$ cat config.mk
export PLATFORM = sky130hd
export DESIGN_NAME = event_sync_arb
export DESIGN_NICKNAME = d
export VERILOG_FILES = /design/src/rtl/event_sync_pkg.sv /design/src/rtl/event_sync_arb_sync.sv /design/src/rtl/event_sync_arb.sv
export SDC_FILE = /design/constraint.sdc
export NUM_CORES = 1
export LEC_CHECK = 0
export ABC_CLOCK_PERIOD_IN_PS = 3900
export CORE_ASPECT_RATIO = 2
export CORE_UTILIZATION = 42
export DETAILED_ROUTE_END_ITERATION = 6
export PLACE_DENSITY_LB_ADDON = 0.3
export SYNTH_ARGS = -nofsm -noshare
export SYNTH_HDL_FRONTEND = slang
export SYNTH_HIERARCHICAL = 1
export SYNTH_SLANG_ARGS = --single-unit
$ cat constraint.sdc
create_clock -name clk_i -period 3.9 [get_ports clk_i]
set_clock_uncertainty 0.2 [all_clocks]
set_input_delay 0.975 -clock clk_i [delete_from_list [all_inputs] [get_ports clk_i]]
set_output_delay 0.975 -clock clk_i [all_outputs]
set_load 0.05 [all_outputs]
$ cat src/rtl/event_sync_pkg.sv
// Shared types and helpers for the event synchronizer / arbiter.
// Holds the round-robin find-first search and the largest supported line count.
package event_sync_pkg;

  localparam int unsigned MaxNumIn = 32;
  localparam int unsigned MaxIdxW  = 5;

  // Result of a round-robin search: found flag plus winning index.
  typedef struct packed {
    logic               found;
    logic [MaxIdxW-1:0] idx;
  } rr_grant_t;

  // First set bit of req at or above ptr, wrapping at num (only num lines are live).
  function automatic rr_grant_t rr_find_first(input logic [MaxNumIn-1:0] req,
                                              input logic [MaxIdxW-1:0]  ptr,
                                              input int unsigned         num);
    rr_grant_t   g;
    int unsigned pos;
    g   = '0;
    pos = 0;
    for (int unsigned k = 0; k < MaxNumIn; k++) begin
      if (k < num) begin
        pos = 32'(ptr) + k;
        if (pos >= num) pos = pos - num;
        if (!g.found && req[pos[MaxIdxW-1:0]]) begin
          g.found = 1'b1;
          g.idx   = pos[MaxIdxW-1:0];
        end
      end
    end
    return g;
  endfunction

endpackage

$ cat src/rtl/event_sync_arb_sync.sv
// Multi-flop synchronizer cell for one asynchronous level signal.
// Ports: clk_i clock, rst_ni async active-low reset, d_i async input,
//        q_o synchronized output (STAGES flops after d_i).
module event_sync_arb_sync #(
  parameter int unsigned STAGES     = 2,
  parameter logic        ResetValue = 1'b0
) (
  input  logic clk_i,
  input  logic rst_ni,
  input  logic d_i,
  output logic q_o
);

  logic [STAGES-1:0] ff_q;

  // Shift chain; d_i enters at bit 0, output taken from the last stage.
  always_ff @(posedge clk_i or negedge rst_ni) begin
    if (!rst_ni) ff_q <= {STAGES{ResetValue}};
    else         ff_q <= {ff_q[STAGES-2:0], d_i};
  end

  assign q_o = ff_q[STAGES-1];

endmodule

$ cat src/rtl/event_sync_arb.sv
// Synchronizes NumIn asynchronous event lines, captures rising edges as
// pending flags and presents them one at a time, round-robin, through a
// single valid/ready output register.
// Ports: clk_i clock; rst_i async active-high reset; evt_i async event levels;
//        evt_valid_o / evt_idx_o presented event; evt_ready_i consumer accept;
//        pending_o captured-not-presented flags; overflow_o sticky lost-event
//        flags; clr_ovf_i synchronous overflow clear.
module event_sync_arb
  import event_sync_pkg::*;
#(
  parameter  int unsigned NumIn      = 4,
  parameter  int unsigned SyncStages = 2,
  localparam int unsigned IdxW       = $clog2(NumIn)
) (
  input  logic             clk_i,
  input  logic             rst_i,
  input  logic [NumIn-1:0] evt_i,
  output logic             evt_valid_o,
  output logic [IdxW-1:0]  evt_idx_o,
  input  logic             evt_ready_i,
  output logic [NumIn-1:0] pending_o,
  output logic [NumIn-1:0] overflow_o,
  input  logic             clr_ovf_i
);

  logic             rst_n;
  logic [NumIn-1:0] evt_sync;
  logic [NumIn-1:0] evt_prev_q;
  logic [NumIn-1:0] rise;

  logic             valid_q, valid_d;
  logic [IdxW-1:0]  idx_q, idx_d;
  logic [IdxW-1:0]  rr_q, rr_d;
  logic [NumIn-1:0] pending_q, pending_d;
  logic [NumIn-1:0] ovf_q, ovf_d;

  logic             load;
  rr_grant_t        grant;
  logic [NumIn-1:0] grant_mask;
  logic [NumIn-1:0] ovf_new;

  assign rst_n = ~rst_i;

  // One synchronizer per line.
  for (genvar i = 0; i < NumIn; i++) begin : g_sync
    event_sync_arb_sync #(
      .STAGES     (SyncStages),
      .ResetValue (1'b0)
    ) u_sync (
      .clk_i  (clk_i),
      .rst_ni (rst_n),
      .d_i    (evt_i[i]),
      .q_o    (evt_sync[i])
    );
  end

  // Previous synchronized value for edge detection.
  always_ff @(posedge clk_i or posedge rst_i) begin
    if (rst_i) evt_prev_q <= '0;
    else       evt_prev_q <= evt_sync;
  end

  assign rise = evt_sync & ~evt_prev_q;

  // State registers.
  always_ff @(posedge clk_i or posedge rst_i) begin
    if (rst_i) begin
      valid_q   <= 1'b0;
      idx_q     <= '0;
      rr_q      <= '0;
      pending_q <= '0;
      ovf_q     <= '0;
    end else begin
      valid_q   <= valid_d;
      idx_q     <= idx_d;
      rr_q      <= rr_d;
      pending_q <= pending_d;
      ovf_q     <= ovf_d;
    end
  end

  // Output load, round-robin grant, pending and overflow update.
  always_comb begin
    valid_d    = valid_q;
    idx_d      = idx_q;
    rr_d       = rr_q;
    grant_mask = '0;

    load  = !valid_q || evt_ready_i;
    grant = rr_find_first(MaxNumIn'(pending_q), MaxIdxW'(rr_q), NumIn);

    if (load) begin
      valid_d = grant.found;
      if (grant.found) begin
        grant_mask = NumIn'(MaxNumIn'(1) << grant.idx);
        idx_d      = IdxW'(grant.idx);
        rr_d       = (32'(grant.idx) == NumIn - 1) ? '0 : IdxW'(32'(grant.idx) + 32'd1);
      end
    end

    // A rise on a line being granted this cycle re-arms it rather than overflowing.
    pending_d = (pending_q & ~grant_mask) | rise;
    ovf_new   = rise & pending_q & ~grant_mask;
    ovf_d     = (clr_ovf_i ? '0 : ovf_q) | ovf_new;
  end

  assign evt_valid_o = valid_q;
  assign evt_idx_o   = idx_q;
  assign pending_o   = pending_q;
  assign overflow_o  = ovf_q;

endmodule

== Word level (Yosys, flattened, before mapping) ==
Index checks and enable logic that the tools add are counted.
Storage, ports and cells
  register bits: 25
  bits in latches: 0
  RAM bits: 0
  ROM bits: 0
  input bits: 8
  output and inout bits: 11
  logic and storage cells: 65
  memories: 0
Cells by class
  add/subtract/negate cells: 8
  multiply operators: 0
  divide/modulo/power cells: 0
  $lt $le $gt $ge: 8
  eq/ne operators: 1
  shift operators: 1
  muxes and demuxes: 20
  bitwise operators: 8
  reductions and logical operators: 9
Operators with widths (count)
  $lt A5 B6 Y1 const B: 4
  $mux W6: 4
  $bmux W1 S5: 4
  $mux W5: 4
  $and A4 B4 Y4: 4
  $mux W4: 3
  $sub A3 B3 Y4 const B: 3
  $ge A3 B3 Y1 const B: 3
  $not A4 Y4: 2
  $or A4 B4 Y4: 2
  $add A2 B2 Y3 const B: 2
  $eq A5 B2 Y1 const B: 1
  $shl A1 B5 Y4 const A: 1
  $logic_not A1 Y1: 4
  $mux W1: 4
  $sub A2 B3 Y4 const B: 1
  $add A2 B1 Y3 const B: 1
  $ge A2 B3 Y1 const B: 1
  $logic_and A1 B1 Y1: 3
  $add A2 B1 Y2 const B: 1
  $mux W2: 1
  $reduce_and A2 Y1: 1
  $logic_or A1 B1 Y1: 1

== Depth between registers and ports, before layout ==
Gate-level depths: netlist (run 1).
  depth in word-level cells: 20
  depth in mapped cells: 9
  mapped depth without buffers: 7

== Modules after synthesis ==
The synthesis (run 1) kept the hierarchy.
Modules (own cells, without submodules)
  event_sync_arb: instances 1, cells each 99, area each 1077.3 µm², sequential area each 425.4 µm²
  event_sync_arb_sync: instances 4, cells each 2, area each 50.0 µm², sequential area each 50.0 µm²

== Least setup slack after synthesis (run 1) ==
OpenSTA, ideal clock, no wires.
  kind: register to register
  start: register rr_q[0]
  end: register idx_q[0] (netlist: evt_idx_o[0])
  library setup time: 0.125 ns
  data arrival time: 2.127 ns
  required time: 3.575 ns
  slack: 1.449 ns
  stages on the path, launching flop included: 9
  path buffers: 2
  period minus slack after synthesis: 2.451 ns
  cell sequence: dfrtp_1 buf_6 inv_1 ha_1 nor3_1 a22oi_2 o21ai_1 buf_6 mux2_2
On the way
  cells in the longest elaborated chain, start to end: 15
  elaborated cells between the ends (all ways): 34
  classes of those cells: 7 x add/sub; 4 x order compare; 16 x mux; 7 x reduce/logical
RTL lines
  start: declaration: line event_sync_arb.sv:33  | logic [IdxW-1:0] rr_q, rr_d;
  start signal: assignment: line event_sync_arb.sv:76  | rr_q <= rr_d;
  parallel branches: the longest is 13 deep, another holds $sub A3 B3 Y4
  $mux W6 *: line event_sync_pkg.sv:26  | if (!g.found && req[pos[MaxIdxW-1:0]]) begin
  $reduce_and A2 Y1 (no line)
  end signal: assignment: line event_sync_arb.sv:75  | idx_q <= idx_d;
  end: declaration: line event_sync_arb.sv:32  | logic [IdxW-1:0] idx_q, idx_d;
Every way passes the cells marked *. The select of a mux whose other input is x is not followed.
A chain may end at the register's enable or synchronous reset.

== Worst setup path in the final report (run 1) ==
  start: register rr_q[0]
  end: register ovf_q[1] (netlist: overflow_o[1])
On the way
  cells in the longest elaborated chain, start to end: 20
  elaborated cells between the ends (all ways): 39
  classes of those cells: 7 x add/sub; 4 x order compare; 1 x shift; 18 x mux; 3 x bitwise; 6 x reduce/logical
RTL lines
  parallel branches: the longest is 13 deep, another holds $sub A3 B3 Y4
  $mux W6 *: line event_sync_pkg.sv:26
  $shl A1 B5 Y4: line event_sync_arb.sv:95  | grant_mask = NumIn'(MaxNumIn'(1) << grant.idx);
  $mux W4 *: line event_sync_arb.sv:94  | if (grant.found) begin
  $mux W4 *: line event_sync_arb.sv:92  | if (load) begin
  $not A4 Y4 *: line event_sync_arb.sv:103  | ovf_new = rise & pending_q & ~grant_mask;
  $and A4 B4 Y4 *: line event_sync_arb.sv:103
  $or A4 B4 Y4 *: line event_sync_arb.sv:104  | ovf_d = (clr_ovf_i ? '0 : ovf_q) | ovf_new;
  via ovf_d[1]: line event_sync_arb.sv:35  | logic [NumIn-1:0] ovf_q, ovf_d;
  end signal: assignment: line event_sync_arb.sv:78  | ovf_q <= ovf_d;
  end: declaration: line event_sync_arb.sv:35
Mark *: on every way through the listed nets, which the timed path passes. The select of a mux whose other input is x is not followed.

==> impl_metrics.env, run 1 <==
export IMPL_fmax_mhz=313
export IMPL_power_density_mw_per_mm2=890
export IMPL_status="completed"
export IMPL_r2r_start="rr_q[0]"
export IMPL_endpoint_kind="flip-flop"
export IMPL_tritoncts="yes"
export IMPL_required_ns=3.86
export IMPL_multi_input_area_um2=557
export IMPL_grt_ovfl_total=0
export IMPL_start_util=0.439
export IMPL_worstHoldPathType="reg -> reg"
export IMPL_dp_hpwl_um=1760
export IMPL_h_tree_depth=1
export IMPL_synth_area_mm2=0.00128
export IMPL_grt_pass1_vias=890
export IMPL_first_iter_violations=17
export IMPL_avgSynthCellArea_um2=11.9
export IMPL_crit_path_max_fanout=15
export IMPL_cts_hold_buf=0
export IMPL_detail_route_antenna_nets=0
export IMPL_grt_antenna_before_repair=0
export IMPL_final_max_slew_viol_count=0
export IMPL_insertedDiodeCount=0
export IMPL_num_rows=28
export IMPL_hold_viol_final=0
export IMPL_syn_inst=107
export IMPL_critPathLaunchType="flip-flop"
export IMPL_cp_startpoint="rr_q[0]"
export IMPL_io_pins=19
export IMPL_crit_chain="inv_1 > ha_1 > nor3_1 > a22oi_2 > o21ai_1 > o31ai_2 > o32ai_1"
export IMPL_setup_tns_ns=0
export IMPL_crit_path_top_delay_cell="dfrtp_1"
export IMPL_routabilityCongestion=0.762
export IMPL_relSlewSlack=0.398
export IMPL_final_instance_count_excl_fill=153
export IMPL_seq_area_frac_synth=0.490
export IMPL_drc_errors=0
export IMPL_clk_pin_slew_worst_paths_ns=0.08
export IMPL_grt_start_max_net_pins=26
export IMPL_syn_to_final_growth_pct=16.1
export IMPL_layout_drive_gt1_share=0.130
export IMPL_root_buffer="clkbuf_8"
export IMPL_cts_made_buffers=3
export IMPL_die_area_mm2=0.00328
export IMPL_worstHoldStart="g_sync[2].u_sync/ff_q[0]"
export IMPL_syn_nets=118
export IMPL_cp_slowest_stage_delay_ns=0.70
export IMPL_p_leak_nw=0.597
export IMPL_die_height_um=80.0
export IMPL_maxCapViolations=0
export IMPL_wire_per_inst_um=15.0
export IMPL_clockBufferDepth=2
export IMPL_via_count=872
export IMPL_vdd_ir_drop_max_uv=547
export IMPL_power_mw=1.32
export IMPL_firstDrtPassIters=4
export IMPL_period_needed_ns=3.19
export IMPL_core_mm2=0.00291
export IMPL_wl_um=2300
export IMPL_tightest_slew_ns=0.902
export IMPL_yosysWarnings=6
export IMPL_utilization=0.510
export IMPL_track_usage=0.167
export IMPL_finalSetupViolCount=0
export IMPL_synth_cell_types=43
export IMPL_cts_repair_resized=0
export IMPL_cts_sinks=25
export IMPL_ys_ff_latch=25
export IMPL_nFillCells=259
export IMPL_arrival_ns=3.15
export IMPL_fin_crit_sh=0.819
export IMPL_synthFlopType="dfrtp_1"
export IMPL_rsz0062_at_grt="no"
export IMPL_synthArstFlopShare=1.00
export IMPL_layout_common_cells="dfrtp_1 (25), clkdlybuf4s50_1 (18), inv_1 (10)"
export IMPL_synth_edf_count=0
export IMPL_crit_type="reg -> reg"
export IMPL_cts_setup_buffers=0
export IMPL_fin_nets=135
export IMPL_grt_pass1_wl_um=3760
export IMPL_viasPerCell=5.70
export IMPL_clkLatencyLatePin_ns=0.25
export IMPL_seqCellArea_um2=626
export IMPL_layout_commonest_cell="dfrtp_1"
export IMPL_io_buffers=18
export IMPL_die_x_um=41.0
export IMPL_dp_cells=149
[critical path, delay by kind of cell, from the launching register on]
| family | cells | cell delay (ns) |
|---|---|---|
| buffers and inverters | 1 | 0.19 |
| flip-flops | 1 | 0.70 |
| adder cells (fa/ha/maj) | 1 | 0.41 |
| AO/OA/AOI/OAI | 4 | 1.20 |
| AND/OR/NAND/NOR | 1 | 0.39 |
[routing by layer]
layer,part of all wire,GRT usage,vias to the layer above
li1,-,-,413
met1,0.40,0.188,440
met2,0.56,0.281,15
met3,0.018,0.0223,4
met4,0.020,0.0867,0
met5,0,0,-
[sequential cells by signal, summed over array words and instances, names as in the netlist]
signal and count:
evt_idx_o 2, rr_q 2, overflow_o 4, g_sync.u_sync/ff_q 8, pending_o 4, evt_valid_o 1
evt_prev_q 4
[synthesized netlist by cell type, types with 2 or more instances]
| cell type | count | area share |
|---|---|---|
| nor2b_1 | 4 | 0.020 |
| o2bb2ai_1 | 3 | 0.021 |
| dfrtp_1 | 25 | 0.49 |
| inv_1 | 10 | 0.029 |
| a21oi_1 | 2 | 0.0078 |
| o21ai_0 | 2 | 0.0078 |
| o21bai_1 | 2 | 0.012 |
| ha_1 | 3 | 0.029 |
| mux2_2 | 2 | 0.018 |
| o21ai_1 | 4 | 0.016 |
| nor2_1 | 2 | 0.0059 |
| nand3b_1 | 5 | 0.029 |
| nor3b_1 | 2 | 0.012 |
| nand2_1 | 7 | 0.021 |
| buf_6 | 4 | 0.035 |
| mux4_2 | 2 | 0.035 |
| nor3_1 | 2 | 0.0078 |
[final timing paths]
check	to	slack [ns]	cells past startpoint
hold reg to reg	g_sync[2].u_sync/ff_q[1]	0.15	0
setup reg to reg	overflow_o[1]	0.71	7
min in group asynchronous	evt_idx_o[1]	1.01	2
hold / removal	g_sync[2].u_sync/ff_q[1]	0.15	0
max in group asynchronous	overflow_o[1]	1.94	2
setup / recovery	overflow_o[1]	0.71	7
[kinds of logic (layout without fill, tap and decap cells)]
logic type                 Yosys count  count (layout)  share of synthesized area
and+or+nand+nor                     33              33                      0.168
DFF                                 25              25                      0.490
AOI/OAI and AO/OA                   23              23                      0.150
buffers and inverters               16              32                     0.0744
muxes                                6               6                     0.0813
adders and majority gates            3               3                     0.0294
xor gates and xnor gates             1               1                    0.00686
[area by class of cell]
cell class | count | share of cell area
Inverter | 10 | 0.0253
Clock buffer | 4 | 0.0304
Tap cell | 30 | 0.0253
Sequential cell | 25 | 0.422
Multi-Input combinational cell | 66 | 0.376
Timing Repair Buffer | 18 | 0.122
[report_power, final]
group / internal (mW) / switching (mW)
registers: 0.320 / 0.107
logic: 0.323 / 0.428
clock network: 0.0727 / 0.0693
[metrics by stage]
stage / setup WS (ns) / hold WS (ns) / cell area [um^2]
2_1_floorplan: 1.45 / 0.131 / 1280
3_3_place_gp: 0.930 / 0.136 / 1440
3_5_place_dp: 0.736 / 0.135 / 1440
4_1_cts: 0.726 / 0.153 / 1480
5_1_grt: 0.486 / 0.159 / 1480
6_report: 0.708 / 0.151 / 1480
(Power assumes the default switching activity.)
==> run 2, diff against run 1 <==
ABC_CLOCK_PERIOD_IN_PS = 3300   (was 3900)
clock period = 3.3 ns   (was 3.9 ns; I/O delays follow)
==> run 2 against run 1 <==
Against the previous run:
- worst setup slack worse by 0.17 ns
- register-to-register slack got worse by 0.17 ns
- cell count rose by 0.65%
- power increased by 19%
- critical path depth is 1 lower
- wire length fell by 4.3%
- non-clock buffer count is 1 higher
- largest cell class unchanged
==> impl_metrics.env, run 2 (same netlist as run 1, synthesis figures left out) <==
export IMPL_status="completed"
export IMPL_nFillCells=267
export IMPL_worstReg2RegEnd="evt_idx_o[0]"
export IMPL_tightest_slew_ns=0.895
export IMPL_p_leak_nw=0.605
export IMPL_min_to="g_sync[1].u_sync/ff_q[1]"
export IMPL_first_iter_violations=9
export IMPL_layout_commonest_cell="dfrtp_1"
export IMPL_multi_input_area_um2=557
export IMPL_cts_sinks=25
export IMPL_grt_ovfl_total=0
export IMPL_cts_setup_buffers=0
export IMPL_start_util=0.439
export IMPL_power_density_mw_per_mm2=1050
export IMPL_use_met2=0.253
export IMPL_fin_nets=136
export IMPL_maxCapViolations=0
export IMPL_period_needed_ns=2.77
export IMPL_grt_pass1_vias=838
export IMPL_dp_hpwl_um=1660
export IMPL_grt_antenna_before_repair=0
export IMPL_arrival_ns=2.72
export IMPL_fmax_mhz=362
export IMPL_grt_pass1_wl_um=3630
export IMPL_cts_hold_buf=0
export IMPL_r2r_cells=6
export IMPL_hold_viol_final=0
export IMPL_layout_common_cells="dfrtp_1 (25), clkdlybuf4s50_1 (18), inv_1 (10)"
export IMPL_detail_route_antenna_nets=0
export IMPL_crit_path_top_delay_cell="o21ai_1"
export IMPL_worstHoldPathType="reg -> reg"
export IMPL_io_buffers=18
export IMPL_power_mw=1.56
export IMPL_die_height_um=80.0
export IMPL_grt_start_max_net_pins=26
export IMPL_critPathLaunchType="flip-flop"
export IMPL_finalSetupViolCount=0
export IMPL_drc_errors=0
export IMPL_die_area_mm2=0.00328
export IMPL_crit_path_max_fanout=12
export IMPL_num_rows=28
export IMPL_p_sw_mw=0.713
export IMPL_reg2reg_slack_ns=0.53
export IMPL_use_met3=0.0223
export IMPL_fin_crit_sh=0.838
export IMPL_die_x_um=41.0
export IMPL_r2r_start="rr_q[1]"
export IMPL_wl_um=2200
export IMPL_relSlewSlack=0.403
export IMPL_insertedDiodeCount=0
export IMPL_largest_reg_flops=8
export IMPL_whs_path_depth=0
export IMPL_firstDrtPassIters=4
export IMPL_clkPwrFrac=0.111
export IMPL_cellInternalPower_mw=0.852
export IMPL_cts_repair_resized=0
export IMPL_rsz0062_at_grt="no"
export IMPL_core_mm2=0.00291
export IMPL_layout_drive_gt1_share=0.145
export IMPL_use_met1=0.190
export IMPL_pwr_share_seq=0.306
export IMPL_wire_per_inst_um=14.3
export IMPL_track_usage=0.165
export IMPL_cp_slowest_stage_delay_ns=0.63
export IMPL_dp_cells=150
export IMPL_endpoint_kind="flip-flop"
export IMPL_required_ns=3.25
export IMPL_switching_share=0.455
export IMPL_viasPerCell=5.65
export IMPL_clkLatencyLatePin_ns=0.27
export IMPL_cts_made_buffers=3
export IMPL_power_frac_comb=0.583
export IMPL_vdd_ir_drop_max_uv=455
export IMPL_top_usage_layer="met2"
export IMPL_crit_chain="inv_1 > ha_1 > nor3_1 > a22oi_2 > o21ai_1 > mux2_2"
export IMPL_syn_to_final_growth_pct=16.7
export IMPL_h_tree_depth=1
export IMPL_clockBufferDepth=2
export IMPL_crit_type="reg -> reg"
export IMPL_routabilityCongestion=0.709
export IMPL_final_max_slew_viol_count=0
export IMPL_largest_register="g_sync.u_sync/ff_q"
export IMPL_final_instance_count_excl_fill=154
export IMPL_tritoncts="yes"
export IMPL_worstHoldStart="g_sync[1].u_sync/ff_q[0]"
export IMPL_via_count=870
export IMPL_root_buffer="clkbuf_8"
export IMPL_seqCellArea_um2=626
export IMPL_setup_tns_ns=0
export IMPL_io_pins=19
export IMPL_clk_pin_slew_worst_paths_ns=0.08
-- run 2: changes by cell type in the layout (fill, tap and decap cells not counted), sizes merged --
cell and delta:
buf +1, clkbuf -1, clkinv +1
-- run 2: power groups by stage --
| stage | Clock (mW) | Combinational, mW | Sequential, mW |
|---|---|---|---|
| 6_report | 0.173 | 0.913 | 0.479 |
| 5_1_grt | 0.192 | 0.993 | 0.490 |
| 2_1_floorplan | 0 | 0.596 | 0.615 |
| 4_1_cts | 0.184 | 0.920 | 0.477 |
| 3_5_place_dp | 0 | 0.917 | 0.485 |
| 3_3_place_gp | 0 | 0.901 | 0.478 |
-- run 2: per-layer routing --
layer,part of all wire,vias to the layer above,wire [um]
met4,0.029,0,63
met3,0.015,4,32
met1,0.40,437,891
li1,-,418,-
met5,0,-,0
met2,0.55,11,1220
-- run 2: worst max-delay path by stage --
stage             from             to  cells past startpoint
2_1_floorplan  rr_q[0]   evt_idx_o[0]                      8
3_3_place_gp   rr_q[1]   evt_idx_o[1]                      6
6_report       rr_q[1]   evt_idx_o[0]                      6
3_5_place_dp   rr_q[1]   evt_idx_o[0]                      6
5_1_grt        rr_q[1]  overflow_o[1]                      7
4_1_cts        rr_q[1]   evt_idx_o[0]                      6
-- run 2: metrics by stage --
step | hold slack, ns | utilization | area (um^2) | setup slack [ns]
detailed placement | 0.140 | 0.497 | 1450 | 0.535
global route | 0.162 | 0.513 | 1490 | 0.284
CTS | 0.159 | 0.513 | 1490 | 0.524
global placement | 0.136 | 0.497 | 1450 | 0.568
finish | 0.155 | 0.513 | 1490 | 0.535
floorplan | 0.131 | - | 1280 | 0.849
-- run 2: layout make-up --
| cell class | instances | area share |
|---|---|---|
| inverters | 10 | 0.0252 |
| repair buffers | 19 | 0.126 |
| clock inverters | 1 | 0.00336 |
| multi-input cells | 66 | 0.373 |
| flip-flops and latches | 25 | 0.419 |
| clock buffers | 3 | 0.0277 |
| well taps | 30 | 0.0252 |
-- run 2: worst max-delay path: cells and delay by family (launching register included) --
kind	cells	cell delay, ns
AOI/OAI and AO/OA	2	0.73
adders and majority gates	1	0.36
buffers and inverters	1	0.10
DFF	1	0.48
muxes	1	0.41
and+or+nand+nor	1	0.37
